--- config.mk ---
export PLATFORM = sky130hd
export DESIGN_NAME = xgemac_rx_pkt_reader
export DESIGN_NICKNAME = d
export VERILOG_FILES = /design/src/rtl/xgemac_rx_pkt_reader.sv
export SDC_FILE = /design/constraint.sdc
export NUM_CORES = 1
export LEC_CHECK = 0
export CORE_MARGIN = 1.5
export CORE_UTILIZATION = 30
export CTS_CLUSTER_SIZE = 16
export DETAILED_ROUTE_END_ITERATION = 12
export PLACE_DENSITY_LB_ADDON = 0.15
export SYNTH_ARGS = -nofsm -noshare
export SYNTH_HDL_FRONTEND = slang
export SYNTH_SLANG_ARGS = --single-unit
--- constraint.sdc ---
create_clock -name clk_156m25 -period 3.15 [get_ports clk_156m25]
set_input_delay 0.4725 -clock clk_156m25 [delete_from_list [all_inputs] [get_ports clk_156m25]]
set_output_delay 0.4725 -clock clk_156m25 [all_outputs]
set_load 0.02 [all_outputs]
--- src/rtl/xgemac_rx_pkt_reader.sv ---
// xgemac_rx_pkt_reader: pulls frames from the XGEMAC rx port into a small FIFO,
// repairs framing (stray words dropped, early sop restarts) and keeps saturating stats.
module xgemac_rx_pkt_reader #(
  parameter int FIFO_DEPTH = 4,
  parameter int CNT_W = 32
) (
  input  logic             clk_156m25,
  input  logic             reset_156m25_n,
  input  logic             pkt_rx_avail,
  output logic             pkt_rx_ren,
  input  logic [63:0]      pkt_rx_data,
  input  logic             pkt_rx_val,
  input  logic             pkt_rx_sop,
  input  logic             pkt_rx_eop,
  input  logic [2:0]       pkt_rx_mod,
  input  logic             pkt_rx_err,
  output logic [63:0]      out_data,
  output logic             out_sop,
  output logic             out_eop,
  output logic [2:0]       out_mod,
  output logic             out_err,
  output logic             out_valid,
  input  logic             out_ready,
  input  logic             stats_clr,
  output logic [CNT_W-1:0] frame_cnt,
  output logic [CNT_W-1:0] byte_cnt,
  output logic [CNT_W-1:0] err_cnt,
  output logic [CNT_W-1:0] framing_err_cnt
);
  localparam int AW = $clog2(FIFO_DEPTH);
  typedef enum logic {IDLE, READ} state_t;
  state_t state, state_nx;
  logic [69:0] mem [FIFO_DEPTH];
  logic [AW-1:0] wr_ptr, rd_ptr;
  logic [AW:0] count;
  logic in_frame, room, empty, val_eop, stray, restart, wr, rd;
  logic [3:0] byte_inc;
  function automatic logic [CNT_W-1:0] sat_add(input logic [CNT_W-1:0] a, input logic [3:0] b);
    logic [CNT_W:0] s;
    s = {1'b0, a} + (CNT_W+1)'(b);
    return s[CNT_W] ? '1 : s[CNT_W-1:0];
  endfunction
  // two free slots cover the word already in flight plus the one being requested
  assign room = count <= (AW+1)'(FIFO_DEPTH - 2);
  assign empty = count == '0;
  assign val_eop = pkt_rx_val && pkt_rx_eop;
  assign stray = pkt_rx_val && !pkt_rx_sop && !in_frame;
  assign restart = pkt_rx_val && pkt_rx_sop && in_frame;
  assign wr = pkt_rx_val && !stray;
  assign rd = out_valid && out_ready;
  assign byte_inc = (!pkt_rx_eop || pkt_rx_mod == 3'd0) ? 4'd8 : {1'b0, pkt_rx_mod};
  always_comb begin
    state_nx = state;
    state_nx = (state == IDLE) ? ((pkt_rx_avail && room) ? READ : IDLE) : (val_eop ? IDLE : READ);
  end
  assign pkt_rx_ren = (state == READ) && room && !val_eop;
  assign out_valid = !empty;
  assign {out_data, out_sop, out_eop, out_mod, out_err} = empty ? 70'd0 : mem[rd_ptr];
  always_ff @(posedge clk_156m25 or negedge reset_156m25_n)
    if (!reset_156m25_n) begin
      state <= IDLE;
      in_frame <= 1'b0;
      wr_ptr <= '0;
      rd_ptr <= '0;
      count <= '0;
    end else begin
      state <= state_nx;
      if (wr) in_frame <= !pkt_rx_eop;
      if (wr) wr_ptr <= wr_ptr + 1'b1;
      if (rd) rd_ptr <= rd_ptr + 1'b1;
      count <= count + (AW+1)'(wr) - (AW+1)'(rd);
    end
  always_ff @(posedge clk_156m25)
    if (wr) mem[wr_ptr] <= {pkt_rx_data, pkt_rx_sop, pkt_rx_eop, pkt_rx_mod, pkt_rx_err};
  always_ff @(posedge clk_156m25 or negedge reset_156m25_n)
    if (!reset_156m25_n) begin
      frame_cnt <= '0;
      byte_cnt <= '0;
      err_cnt <= '0;
      framing_err_cnt <= '0;
    end else if (stats_clr) begin
      frame_cnt <= '0;
      byte_cnt <= '0;
      err_cnt <= '0;
      framing_err_cnt <= '0;
    end else begin
      if (wr) byte_cnt <= sat_add(byte_cnt, byte_inc);
      if (wr && pkt_rx_eop) frame_cnt <= sat_add(frame_cnt, 4'd1);
      if (wr && pkt_rx_eop && pkt_rx_err) err_cnt <= sat_add(err_cnt, 4'd1);
      if (stray || restart) framing_err_cnt <= sat_add(framing_err_cnt, 4'd1);
    end
endmodule

==> impl_metrics.toml <==
[run_status]
status = "complete, no violations"

[route]
drt_iter0_markers = 683
routed-wl-met2_um = 24890
first_pass_iters = 4
wl_per_cell_um = 21.03
avgViaCountPerCell = 5.216
antenna_left = 0
drc = 0
highest_layer = "met5"
drt_wl_total_um = 52080
dr_total_vias = 12910
wl_met3_um = 3874
met1Wirelength_um = 22550

[clock_network]
cts_htree_levels = 2
cts_tree = "yes"
root_buffer = "clkbuf_16"
clk_pin_slew_ns = 0.06
cts_num_sinks = 417
clockBufferDepth = 3
clkLatencyLatePin_ns = 0.58
cts_buffers = 49

[die]
fp.dieH_um = 250.7
core_mm2 = 0.06047
rows = 90
io_pins = 276
die-area_mm2 = 0.06287
start_util = 0.3045
chipWidth_um = 250.7

[yosys]
ys_seq_area_frac = 0.6429
synth-seq-cells = 417
async_flop_share = 0.3285
ys.flop_type = "edfxtp_1"
netlist_area_mm2 = 0.01841
netlist_instances = 1329
avgSynthCellArea_um2 = 13.85
synth_warnings = 0
yosysUniqueCellTypes = 69
syn-num-nets = 1421
synth_edf_count = 280

[worst_setup_path]
cp.required_ns = 2.68
worst-path-max-fanout = 14
path_class = "reg -> out"
cpMaxStageDelayCell = "clkdlybuf4s50_1"
critPathMaxStageDelay_ns = 0.61
arrival_ns = 2.57
crit_path_end_kind = "primary output"
critPathLaunchType = "register"
cp_cell_sequence = "buf_12, mux4_2, and2_1, clkdlybuf4s50_1"

[layout]
fill_cells = 5664
multi_input_area_mm2 = 0.006259
syn2layout_area_growth_pct = 31.62
layout_commonest_cell = "edfxtp_1"
drive_above_1_share = 0.1413
final_cell_mix = "280 x edfxtp_1, 233 x clkdlybuf4s50_1, 135 x dfrtp_1"
seqCellArea_mm2 = 0.01184
finalNetCount = 1745

[pwr]
pwr-share-seq = 0.376
p_switching_mw = 5.326
intPower_mw = 12.54
p_leak_nw = 8.591
power_frac_comb = 0.302
peakVddDrop_uv = 403.2
totalPowerFinal_mw = 17.87
p_per_area_mw_per_mm2 = 737.3
p_sw_frac = 0.2981
power_frac_clock = 0.322

[grt]
grtUsageTotal = 0.1649
grt_pass1_wl_um = 80460
grt_pass1_vias = 13090
grt-ovfl-total = 0
grt_start_max_net_pins = 69
antenna_found_initial = 3

[place]
dp_hpwl_um = 34140
post-place-ws_ns = 0.02146
gp_congestion = 0.8183
io_buffers = 275

[timing]
min_period_ns = 3.047
fin_crit_sh = 0.9672
hold_viol = 0
drv_slew = 0
worstMarginPinSlew_ns = 1.069
worst_slack_ns = 0.1032
fmax_mhz = 328.2
worst_clock_skew_ns = 0.01020
setup_violations = 0
relSlewSlack = 0.2827

[job]
drv_cap = 0

[worst_hold_path]
hold_class = "in -> reg"
==> state kept, by name (all words and copies together) (netlist names) <==
| register | count |
|---|---|
| count | 3 |
| err_cnt | 32 |
| rd_ptr | 2 |
| framing_err_cnt | 32 |
| in_frame | 1 |
| mem | 280 |
| frame_cnt | 32 |
| byte_cnt | 32 |
| wr_ptr | 2 |
| state | 1 |
==> logic make-up after synthesis <==
family | Yosys count | share of synthesized area
compound gates | 235 | 0.08393
xor+xnor | 8 | 0.003806
fa+ha+maj | 16 | 0.01169
buf+inv | 89 | 0.01828
flops | 417 | 0.6429
mux | 77 | 0.08943
simple gates | 487 | 0.1500
==> path summary, 6_finish.rpt <==
| kind | from | end | slack, ns | depth (start not counted) |
|---|---|---|---|---|
| max | rd_ptr[0] | out_data[1] | 0.10 | 4 |
| min | stats_clr | framing_err_cnt[31] | 0.19 | 2 |
| max reg2reg | err_cnt[23] | err_cnt[15] | 0.45 | 5 |
| min reg2reg | state | state | 0.50 | 2 |
| max in group asynchronous | reset_156m25_n | frame_cnt[14] | 1.86 | 3 |
| min in group asynchronous | reset_156m25_n | err_cnt[3] | 0.42 | 2 |
==> synth_stat cells, types with 3 or more instances <==
cell	number	area share
and3_1	40	0.014
and4_1	28	0.013
mux4_2	70	0.086
or3_1	6	0.0020
o41ai_1	3	0.0014
inv_1	21	0.0043
a311oi_1	18	0.0086
and2_1	94	0.032
nand2_1	51	0.010
a41o_1	5	0.0027
dfrtp_1	137	0.19
o21ai_0	52	0.014
a21oi_1	59	0.016
nor2_1	82	0.017
o211a_1	3	0.0016
o21a_1	5	0.0020
or4_1	9	0.0037
edfxtp_1	280	0.46
xor2_1	3	0.0014
nor3_1	61	0.017
buf_1	9	0.0018
nor4_1	19	0.0065
a31oi_1	40	0.014
o221a_2	6	0.0037
nand4_1	28	0.0095
clkbuf_1	55	0.011
nor4_2	4	0.0027
a41oi_1	7	0.0033
xnor2_1	5	0.0024
mux2i_1	7	0.0038
ha_1	14	0.0095
nor4b_1	3	0.0014
a211oi_1	15	0.0061
nand3_1	44	0.012
==> layer usage <==
metal  global-route usage  up-vias
li1                     -     5920
met1               0.2206     6596
met2               0.2653      336
met3              0.04897       58
met4              0.03411        4
met5                    0        -
==> power by group through the flow <==
stage | registers (mW) | clock network [mW] | logic (mW)
after floorplan | 6.71 | 0 | 3.18
after CTS | 6.74 | 5.93 | 5.53
final | 6.71 | 5.75 | 5.40
after global routing | 6.77 | 6.15 | 5.80
after global placement | 6.82 | 0 | 5.67
after detailed placement | 6.84 | 0 | 5.67
==> worst max-delay path, delay by kind of cell, from the launching register on <==
family                 cells  cell delay, ns
buffers and inverters      2            0.81
DFF                        1            0.51
and+or+nand+nor            1            0.16
muxes                      1            0.50
==> timing repair <==
| action | in CTS | in global routing |
|---|---|---|
| setup buffers | 1 | 1 |
| hold buffers | 1 | 0 |
| hold endpoints to repair | 65 | 0 |
| resized for setup | 36 | 7 |
| setup endpoints to repair | 52 | 22 |
| cloned | 1 | 0 |
==> cell type report <==
class / count / area share
diodes: 2 / 0.0002065
repair buffers: 339 / 0.1416
flip-flops and latches: 417 / 0.4887
well taps: 782 / 0.04038
clock buffers: 62 / 0.05385
inverters: 23 / 0.003563
clock inverters: 28 / 0.01337
multi-input cells: 823 / 0.2583
==> metrics by stage <==
stage	cells	TNS, ns	area (um^2)	hold WS, ns	utilization
after CTS	2473	-0.3045	24200	0.1564	0.4002
after floorplan	1329	0	18420	0.1769	-
final	2476	0	24230	0.1889	0.4007
after detailed placement	2380	0	22550	0.4905	0.3729
after global routing	2474	-0.0002367	24230	0.1786	0.4007
after global placement	2380	0	22550	0.4947	0.3729
(Power assumes the default switching activity.)
